`src/rtl/calc_pkg.sv`:
```
// Shared key codes, operator codes and FSM encoding for the keypad calculator.
package calc_pkg;

    localparam int DISP_WIDTH = 32;

    localparam logic [3:0] KEY_ADD  = 4'd10;
    localparam logic [3:0] KEY_SUB  = 4'd11;
    localparam logic [3:0] KEY_MUL  = 4'd12;
    localparam logic [3:0] KEY_DIV  = 4'd13;
    localparam logic [3:0] KEY_EQ   = 4'd14;
    localparam logic [3:0] KEY_SIGN = 4'd15;

    localparam logic [2:0] OP_ADD = 3'd0;
    localparam logic [2:0] OP_SUB = 3'd1;
    localparam logic [2:0] OP_MUL = 3'd2;
    localparam logic [2:0] OP_DIV = 3'd3;

    typedef enum logic [2:0] {
        ST_OP1  = 3'd0,
        ST_OPR  = 3'd1,
        ST_OP2  = 3'd2,
        ST_EXEC = 3'd3,
        ST_RES  = 3'd4,
        ST_ERR  = 3'd5
    } state_t;

    // Operator keys are contiguous, so the operator code is the offset from KEY_ADD.
    function automatic logic [2:0] key_to_op(input logic [3:0] key);
        return 3'(key - KEY_ADD);
    endfunction

endpackage

```
`src/rtl/calc_sequencer_digit_accumulator.sv`:
```
// Signed operand entry buffer: 31-bit magnitude, sign flag and digit count.
// A clear in the same cycle as a digit/toggle applies first, so one key can restart entry.
module digit_accumulator
    import calc_pkg::*;
(
    input  logic                         clk,
    input  logic                         rst_n,
    input  logic                         clr,
    input  logic                         digit_en,
    input  logic [3:0]                   digit,
    input  logic                         toggle,
    input  logic [3:0]                   max_digits,
    output logic signed [DISP_WIDTH-1:0] value
);

    logic [30:0] mag;
    logic [30:0] mag_base;
    logic        neg;
    logic        neg_base;
    logic [3:0]  cnt;
    logic [3:0]  cnt_base;

    always_comb begin
        mag_base = clr ? '0 : mag;
        neg_base = clr ? 1'b0 : neg;
        cnt_base = clr ? '0 : cnt;
    end

    always_ff @(posedge clk or negedge rst_n) begin
        if (!rst_n) begin
            mag <= '0;
            neg <= 1'b0;
            cnt <= '0;
        end else begin
            if (digit_en && (cnt_base < max_digits)) begin
                mag <= mag_base * 31'd10 + {27'd0, digit};
                cnt <= cnt_base + 4'd1;
            end else begin
                mag <= mag_base;
                cnt <= cnt_base;
            end
            neg <= neg_base ^ toggle;
        end
    end

    assign value = neg ? -$signed({1'b0, mag}) : $signed({1'b0, mag});

endmodule

```
`src/rtl/calc_sequencer.sv`:
```
// Keypad calculator control FSM: builds operands from key codes, launches the
// calculate unit, handles chained operators, timeouts and the display select.
module calc_sequencer
    import calc_pkg::*;
#(
    parameter int MAX_DIGITS = 8,
    parameter int TIMEOUT    = 64
) (
    input  logic                         sw_clk,
    input  logic                         rst,
    input  logic                         key_valid,
    input  logic [3:0]                   eBCD,
    input  logic                         calc_done,
    input  logic                         calc_err,
    input  logic signed [DISP_WIDTH-1:0] calc_result,
    output logic signed [DISP_WIDTH-1:0] operand1,
    output logic signed [DISP_WIDTH-1:0] operand2,
    output logic [2:0]                   operator,
    output logic                         calc_start,
    output logic signed [DISP_WIDTH-1:0] fnd_serial,
    output logic                         disp_err,
    output logic                         busy
);

    localparam int TMO_W = (TIMEOUT > 1) ? $clog2(TIMEOUT) : 1;

    state_t                       state, state_nxt;
    logic signed [DISP_WIDTH-1:0] op1_nxt, op2_nxt, result, res_nxt, acc_value;
    logic [2:0]                   opr_nxt, pending_op, pend_nxt;
    logic                         chain, chain_nxt, start_nxt;
    logic [TMO_W-1:0]             tmo_cnt, tmo_nxt;
    logic                         acc_clr, acc_digit, acc_toggle;
    logic                         key_digit, key_sign, key_eq, key_oper;

    assign key_digit = key_valid && (eBCD <= 4'd9);
    assign key_sign  = key_valid && (eBCD == KEY_SIGN);
    assign key_eq    = key_valid && (eBCD == KEY_EQ);
    assign key_oper  = key_valid && (eBCD >= KEY_ADD) && (eBCD <= KEY_DIV);

    digit_accumulator u_acc (
        .clk        (sw_clk),
        .rst_n      (rst),
        .clr        (acc_clr),
        .digit_en   (acc_digit),
        .digit      (eBCD),
        .toggle     (acc_toggle),
        .max_digits (4'(MAX_DIGITS)),
        .value      (acc_value)
    );

    always_comb begin
        state_nxt  = state;
        op1_nxt    = operand1;
        op2_nxt    = operand2;
        opr_nxt    = operator;
        pend_nxt   = pending_op;
        chain_nxt  = chain;
        res_nxt    = result;
        start_nxt  = 1'b0;
        tmo_nxt    = tmo_cnt;
        acc_clr    = 1'b0;
        acc_digit  = 1'b0;
        acc_toggle = 1'b0;
        case (state)
            ST_OP1: begin
                acc_digit  = key_digit;
                acc_toggle = key_sign;
                if (key_oper) begin
                    op1_nxt   = acc_value;
                    opr_nxt   = key_to_op(eBCD);
                    acc_clr   = 1'b1;
                    state_nxt = ST_OPR;
                end
            end
            ST_OPR: begin
                if (key_digit || key_sign) begin
                    acc_digit  = key_digit;
                    acc_toggle = key_sign;
                    state_nxt  = ST_OP2;
                end else if (key_oper) begin
                    opr_nxt = key_to_op(eBCD);
                end
            end
            ST_OP2: begin
                acc_digit  = key_digit;
                acc_toggle = key_sign;
                // An operator key here both computes and queues the next operation.
                if (key_eq || key_oper) begin
                    op2_nxt   = acc_value;
                    acc_clr   = 1'b1;
                    start_nxt = 1'b1;
                    tmo_nxt   = '0;
                    chain_nxt = key_oper;
                    if (key_oper) pend_nxt = key_to_op(eBCD);
                    state_nxt = ST_EXEC;
                end
            end
            ST_EXEC: begin
                if (calc_done) begin
                    tmo_nxt = '0;
                    if (calc_err) begin
                        state_nxt = ST_ERR;
                    end else if (chain) begin
                        op1_nxt   = calc_result;
                        opr_nxt   = pending_op;
                        chain_nxt = 1'b0;
                        acc_clr   = 1'b1;
                        state_nxt = ST_OPR;
                    end else begin
                        res_nxt   = calc_result;
                        state_nxt = ST_RES;
                    end
                end else if (tmo_cnt == TMO_W'(TIMEOUT - 1)) begin
                    tmo_nxt   = '0;
                    state_nxt = ST_ERR;
                end else begin
                    tmo_nxt = tmo_cnt + TMO_W'(1);
                end
            end
            ST_RES: begin
                if (key_oper) begin
                    op1_nxt   = result;
                    opr_nxt   = key_to_op(eBCD);
                    state_nxt = ST_OPR;
                end else if (key_digit || key_sign) begin
                    op1_nxt    = '0;
                    op2_nxt    = '0;
                    opr_nxt    = OP_ADD;
                    pend_nxt   = OP_ADD;
                    chain_nxt  = 1'b0;
                    res_nxt    = '0;
                    acc_clr    = 1'b1;
                    acc_digit  = key_digit;
                    acc_toggle = key_sign;
                    state_nxt  = ST_OP1;
                end
            end
            ST_ERR: begin
                if (key_valid) begin
                    op1_nxt   = '0;
                    op2_nxt   = '0;
                    opr_nxt   = OP_ADD;
                    pend_nxt  = OP_ADD;
                    chain_nxt = 1'b0;
                    res_nxt   = '0;
                    acc_clr   = 1'b1;
                    state_nxt = ST_OP1;
                end
            end
            default: state_nxt = ST_OP1;
        endcase
    end

    always_ff @(posedge sw_clk or negedge rst) begin
        if (!rst) begin
            state      <= ST_OP1;
            operand1   <= '0;
            operand2   <= '0;
            operator   <= OP_ADD;
            pending_op <= OP_ADD;
            chain      <= 1'b0;
            result     <= '0;
            calc_start <= 1'b0;
            tmo_cnt    <= '0;
        end else begin
            state      <= state_nxt;
            operand1   <= op1_nxt;
            operand2   <= op2_nxt;
            operator   <= opr_nxt;
            pending_op <= pend_nxt;
            chain      <= chain_nxt;
            result     <= res_nxt;
            calc_start <= start_nxt;
            tmo_cnt    <= tmo_nxt;
        end
    end

    // While waiting on the calculate unit the last entered operand stays on screen.
    always_comb begin
        fnd_serial = '0;
        case (state)
            ST_OP1, ST_OP2: fnd_serial = acc_value;
            ST_OPR:         fnd_serial = operand1;
            ST_EXEC:        fnd_serial = operand2;
            ST_RES:         fnd_serial = result;
            default:        fnd_serial = '0;
        endcase
    end

    assign disp_err = (state == ST_ERR);
    assign busy     = (state == ST_EXEC);

endmodule

```
`config.mk`:
```
export PLATFORM = sky130hd
export DESIGN_NAME = calc_sequencer
export DESIGN_NICKNAME = d
export VERILOG_FILES = /design/src/rtl/calc_pkg.sv /design/src/rtl/calc_sequencer_digit_accumulator.sv /design/src/rtl/calc_sequencer.sv
export SDC_FILE = /design/constraint.sdc
export NUM_CORES = 1
export LEC_CHECK = 0
export BUFFER_PORTS_ARGS = -buffer_cell sky130_fd_sc_hd__buf_2
export CAP_MARGIN = 0
export CORE_MARGIN = 2
export CORE_UTILIZATION = 55
export DETAILED_ROUTE_END_ITERATION = 8
export HOLD_SLACK_MARGIN = 0.03
export PLACE_DENSITY = 0.85
export SLEW_MARGIN = 20
export SYNTH_ARGS = -nofsm -noshare
export SYNTH_HDL_FRONTEND = slang
export SYNTH_SLANG_ARGS = --single-unit
export TNS_END_PERCENT = 10
```
`constraint.sdc`:
```
create_clock -name sw_clk -period 18.4 [get_ports sw_clk]
set_input_delay 0 -clock sw_clk [delete_from_list [all_inputs] [get_ports sw_clk]]
set_output_delay 0 -clock sw_clk [all_outputs]
set_load 0.03 [all_outputs]
```
==> impl_metrics.ini, run 1 <==
[die]
die_area_sq_um = 20500
io_pins = 143
rows = 50
die_w_microns = 143
initial_utilization_pct = 56.5
core_area_sq_um = 18900
die_y_microns = 143

[final_layout]
mostFrequentLayoutCell = nand2_1
mostFrequentLayoutCells = 188 x nand2_1, 149 x dfrtp_1, 141 x buf_2, 127 x o21ai_0, 98 x nor2_1
drive_gt1_share_pct = 15.3
nNetsFinal = 1508
fill_cells = 1476
final_util_pct = 66.4
syn_to_final_growth_pct = 17.5
final_cells = 1681
diodes = 0

[worst_setup_path]
worstSetupEndpointType = flop
cp.required_ns = 18.74
crit_path_start_kind = flop
worstPathArrival_ns = 7.10
worstPathMaxFanout = 42
worstSetupPathType = flop to flop

[logic_synthesis]
syn_nets = 1384
synthCells = 1284
yosys_register_bits = 149
postSynthAreaPerCell_sq_um = 8.32
yosysTopAreaCell = dfrtp_1
synth_cell_types = 73
synth_top_area_share_pct = 34.9
synth_edf_count = 0
yosysSeqAreaShare_pct = 34.9
yosys-top-cells-area = dfrtp_1 35%, ha_1 6.7%, nand2_1 6.6%, o21ai_0 6.0%, xnor2_1 3.9%
yosys_warnings = 0
synth.cell_area_sq_um = 10700
synth_flop_cell = dfrtp_1
ys_async_sr_fraction_pct = 100

[cts]
cts_max_path_buffers = 2
clkTransAtPathRegs_ns = 0.06
cts_max_level = 4
cts-resized-gates = 0
clock_sinks = 149
cts-root-buf = clkbuf_16
tritoncts = done
cts_setup_buffers = 0
cts_buffers = 17
insertion_delay_ns = 0.43

[sta]
worst_slew_pin_slew_ns = 0.959
tns_ns = 0
whs_ns = 0.0588
slew_viol_final = 0
max_slew_margin_pct = 36.1
period_minus_slack_ns = 6.76
skew_ns = 0.0116
finalSetupViolations = 0
hold_violations = 0
fin_crit_sh_pct = 36.7
max_freq_mhz = 148
rsz0062_at_grt = no

[grt]
antenna_found_initial = 0
grt_pass1_vias = 10200
grt_max_degree = 82
grt_first_pass_wirelength_mm = 52.2
grt.overflow.total = 0
grt_use_total_pct = 31.7

[drt]
vias = 10800
via_per_inst = 6.43
wl_per_cell_microns = 19.4
drt_pass1_iterations = 6
drc_errors = 0
antenna_left = 0
postRouteWirelength_mm = 32.7
drt_iter0_drc = 1117

[min_path]
hp-class = primary input to flop

[placement]
gp_routability_congestion = 0.905
placement.io_buffers = 142
hpwl_mm = 22.2
dp.cells = 1611

[outcome]
status = finished, final reports clean

[flow_run]
cap_violations = 0
[registers in the layout, indices dropped and copies added, names as in the netlist]
| register | flops |
|---|---|
| chain | 1 |
| u_acc.neg | 1 |
| u_acc.mag | 31 |
| operand2 | 32 |
| state | 3 |
| tmo_cnt | 6 |
| operator | 3 |
| operand1 | 32 |
| u_acc.cnt | 4 |
| result | 32 |
| pending_op | 3 |
| calc_start | 1 |
[Yosys cell counts, types with 4 or more instances]
master and instances:
nor2b_1 7, a211oi_1 8, buf_1 5, o221ai_1 9, inv_1 18, nand3_1 20
nand2b_1 9, ha_1 57, and3_1 12, or4_1 10, a221oi_1 11, xor2_1 30
nor3_1 16, a22o_1 39, a21o_1 14, xnor2_1 48, o21ai_1 6, or3_1 7
a31oi_1 22, and2_1 37, nand4_1 10, dfrtp_1 149, clkbuf_1 82, o21a_1 4
a21oi_1 70, nand2_1 189, a221o_1 22, a22oi_1 36, nor4_1 10, nor2_1 101
o41ai_1 4, o31ai_1 17, o211ai_1 9, o21ai_0 127, or2_2 8
[cell families (layout without fill, tap and decap cells)]
| family | count (synthesis) | after routing | synth area share, % |
|---|---|---|---|
| adder cells (fa/ha/maj) | 59 | 59 | 7.05 |
| flip-flops | 149 | 149 | 34.9 |
| AO/OA/AOI/OAI | 430 | 430 | 26.9 |
| XOR/XNOR | 80 | 80 | 6.81 |
| AND/OR/NAND/NOR | 453 | 453 | 19.9 |
| buffers and inverters | 107 | 244 | 3.78 |
| multiplexers | 6 | 6 | 0.597 |
[metal layers]
metal	track usage [%]	part of all wire, %
met1	43.7	42
met2	51.3	46
met5	0	0
met4	11.2	2.4
met3	4.47	9.7
[area by class of cell]
| cell class | count | area (sq um) | share of cell area, % |
|---|---|---|---|
| repair buffers | 194 | 1200 | 9.58 |
| multi-input cells | 1028 | 6590 | 52.6 |
| clock buffers | 18 | 439 | 3.50 |
| well taps | 260 | 325 | 2.59 |
| clock inverters | 14 | 189 | 1.51 |
| inverters | 18 | 67.6 | 0.539 |
| flip-flops and latches | 149 | 3730 | 29.7 |
[what timing repair did]
item | in CTS | in global routing
endpoints found under the hold margin | 144 | 0
setup endpoints to repair | 0 | 0
hold buffers | 38 | 0
[path summary, 6_finish.rpt]
kind	startpoint	endpoint	slack (ns)	cells after the start
max	state[0]$_DFFE_PN0P_	u_acc.mag[30]$_DFFE_PN0P_	11.64	19
min	eBCD[3]	u_acc.neg$_DFF_PN0_	0.06	4
max reg2reg	state[0]$_DFFE_PN0P_	u_acc.mag[30]$_DFFE_PN0P_	11.64	19
min reg2reg	pending_op[0]$_DFFE_PN0P_	pending_op[0]$_DFFE_PN0P_	0.49	2
max in group asynchronous	rst	u_acc.mag[24]$_DFF_PN0_	16.85	3
min in group asynchronous	rst	result[3]$_DFFE_PN0P_	0.18	2
[worst max-delay path, stage by stage, from the launching register on]
cell and delay (ns):
dfrtp_1 0.74, nor2_2 0.10, nand3_1 0.25, inv_1 0.42
nor4_2 0.39, buf_4 0.37, nand2_1 0.16, inv_1 0.11
ha_1 0.24, ha_1 0.25, fa_1 0.44, a211oi_1 0.42
o21a_4 0.25, xnor2_4 0.15, nand4_4 0.15, or4_1 0.57
or4_1 0.54, or4_1 0.46, or4_1 0.47, a31oi_1 0.18
[stage by stage]
stage | worst slack, ns | area, sq um
3_5_place_dp | 11.75 | 11500
2_1_floorplan | 12.35 | 10700
3_3_place_gp | 11.93 | 11500
6_report | 11.64 | 12500
5_1_grt | 11.26 | 12500
4_1_cts | 11.70 | 12500
Power of run 1 is not shown: default switching activity piles up to over one toggle a cycle in this logic, so the estimate is an artifact.
==> inputs of run 2 (changes only) <==
Clock period 18.4 ns to 6.5 ns, I/O delays scaled along.
==> run 2 against run 1 <==
Against the previous run:
- worst hold slack worse by 0.018 ns
- fmax increased by 13%
- count of clock-buffer cells in the layout fell by 1
- final area hardly changed
- highest routed layer unchanged
- sequential share of layout area hardly changed
- non-clock buffer count rose by 4
==> impl_metrics.ini, run 2 (synthesis gave the netlist of run 1 again) <==
[grt]
grt_first_pass_wirelength_mm = 51.0
grt.overflow.total = 0
grt_max_degree = 77
grt_pass1_vias = 9969
grt_use_total_pct = 31.0
antenna_found_initial = 0

[drt]
vias = 10700
wl_per_cell_microns = 19.0
via_per_inst = 6.37
drc_errors = 0
drt_pass1_iterations = 6
drt_iter0_drc = 974
antenna_left = 0
postRouteWirelength_mm = 32.0

[worst_setup_path]
cp.required_ns = 6.85
crit_top_cell = or4_1
crit_path_start_kind = flop
cp_slowest_stage_delay_ns = 0.68
worstSetupEndpointType = flop
worstPathCellList = nand3_1 > inv_1 > nor4_2 > buf_4 > and2_1 > ha_1 > ha_1 > a21o_1 > o21bai_1 > a31oi_2 > nor4b_1 > a2111oi_0 > or4_1 > or4_1 > or4_1 > a31oi_1
worstSetupPathType = flop to flop
cp_num_buf_inv = 2
worstPathArrival_ns = 6.31
cpMaxStageDelayCell = or4_1
worstPathMaxFanout = 30
crit_family = simple AND/OR/NAND/NOR gates

[cts]
cts-resized-gates = 0
cts_max_level = 4
cts-root-buf = clkbuf_16
cts_max_path_buffers = 2
cts_setup_buffers = 0
tritoncts = done
insertion_delay_ns = 0.43
clkTransAtPathRegs_ns = 0.06
hold_buffers = 37
clock_sinks = 149
cts_buffers = 17

[die]
die_y_microns = 143
initial_utilization_pct = 56.5
core_area_sq_um = 18900
io_pins = 143
rows = 50
die_area_sq_um = 20500
die_w_microns = 143

[sta]
skew_ns = 0.0152
slew_viol_final = 0
fin_crit_sh_pct = 91.7
max_freq_mhz = 168
rsz0062_at_grt = no
max_slew_margin_pct = 37.1
hold_violations = 0
tns_ns = 0
period_minus_slack_ns = 5.96
finalSetupViolations = 0
worst_slew_pin_slew_ns = 0.944

[final_layout]
reg_top3 = operand1 (32), operand2 (32), result (32)
mostFrequentLayoutCells = 188 x nand2_1, 149 x dfrtp_1, 141 x buf_2, 127 x o21ai_0, 98 x nor2_1
fill_cells = 1530
syn_to_final_growth_pct = 17.4
nNetsFinal = 1512
diodes = 0
mostFrequentLayoutCell = nand2_1
drive_gt1_share_pct = 15.6

[outcome]
status = finished, final reports clean

[placement]
placement.io_buffers = 142
gp_routability_congestion = 0.958
hpwl_mm = 21.9

[min_path]
hp-class = primary input to flop

[flow_run]
cap_violations = 0
[run 2: cell count changes in the layout (fill, tap and decap cells not counted), sizes merged]
| cell | delta |
|---|---|
| buf | +5 |
| clkinv | +5 |
| clkinvlp | -2 |
| bufinv | -1 |
| clkbuf | -1 |
| dlygate4sd3 | -1 |
| inv | -1 |
[run 2: layout make-up]
class | instances | area, sq um | share of cell area (%)
clock buffers | 17 | 425 | 3.39
multi-input cells | 1028 | 6590 | 52.6
inverters | 18 | 67.6 | 0.539
flip-flops and latches | 149 | 3730 | 29.7
well taps | 260 | 325 | 2.59
repair buffers | 198 | 1230 | 9.81
clock inverters | 15 | 168 | 1.34
[run 2: through the flow]
| stage | util, % | hold slack (ns) | std cells | worst slack [ns] | area [sq um] |
|---|---|---|---|---|---|
| finish | 66.4 | 0.0403 | 1685 | 0.542 | 12500 |
| global route | 66.4 | 0.0795 | 1685 | 0.249 | 12500 |
| CTS | 66.4 | 0.0410 | 1685 | 0.630 | 12500 |
| detailed placement | 61.3 | 0.0731 | 1616 | 0.683 | 11600 |
| global placement | 61.3 | 0.0664 | 1616 | 0.744 | 11600 |
| floorplan | - | -0.296 | 1284 | 0.447 | 10700 |
[run 2: metal layers]
| layer | up-vias | track usage (%) | part of all wire, % |
|---|---|---|---|
| met5 | - | 0 | 0 |
| met3 | 94 | 6.93 | 10 |
| met1 | 5046 | 41.0 | 41 |
| li1 | 4967 | - | - |
| met4 | 0 | 12.5 | 3.3 |
| met2 | 625 | 49.7 | 46 |
[run 2: worst paths after layout]
path / from / endpoint / cells after the start / slack [ns]
min in group asynchronous: rst / tmo_cnt[5]$_DFFE_PN0P_ / 2 / 0.18
max in group asynchronous: rst / operand1[2]$_DFFE_PN0P_ / 3 / 4.89
worst max-delay path: state[1]$_DFFE_PN0P_ / u_acc.mag[30]$_DFFE_PN0P_ / 16 / 0.54
worst min register to register: pending_op[0]$_DFFE_PN0P_ / pending_op[0]$_DFFE_PN0P_ / 2 / 0.49
worst min-delay path: key_valid / u_acc.neg$_DFF_PN0_ / 4 / 0.04
worst max register to register: state[1]$_DFFE_PN0P_ / u_acc.mag[30]$_DFFE_PN0P_ / 16 / 0.54
[run 2: tightest hold or removal path, stage by stage]
cell and delay (ns):
buf_2 0.15, nand3_1 0.09, a21oi_1 0.07, xnor2_1 0.12
Power of run 2 is left out for the same reason.
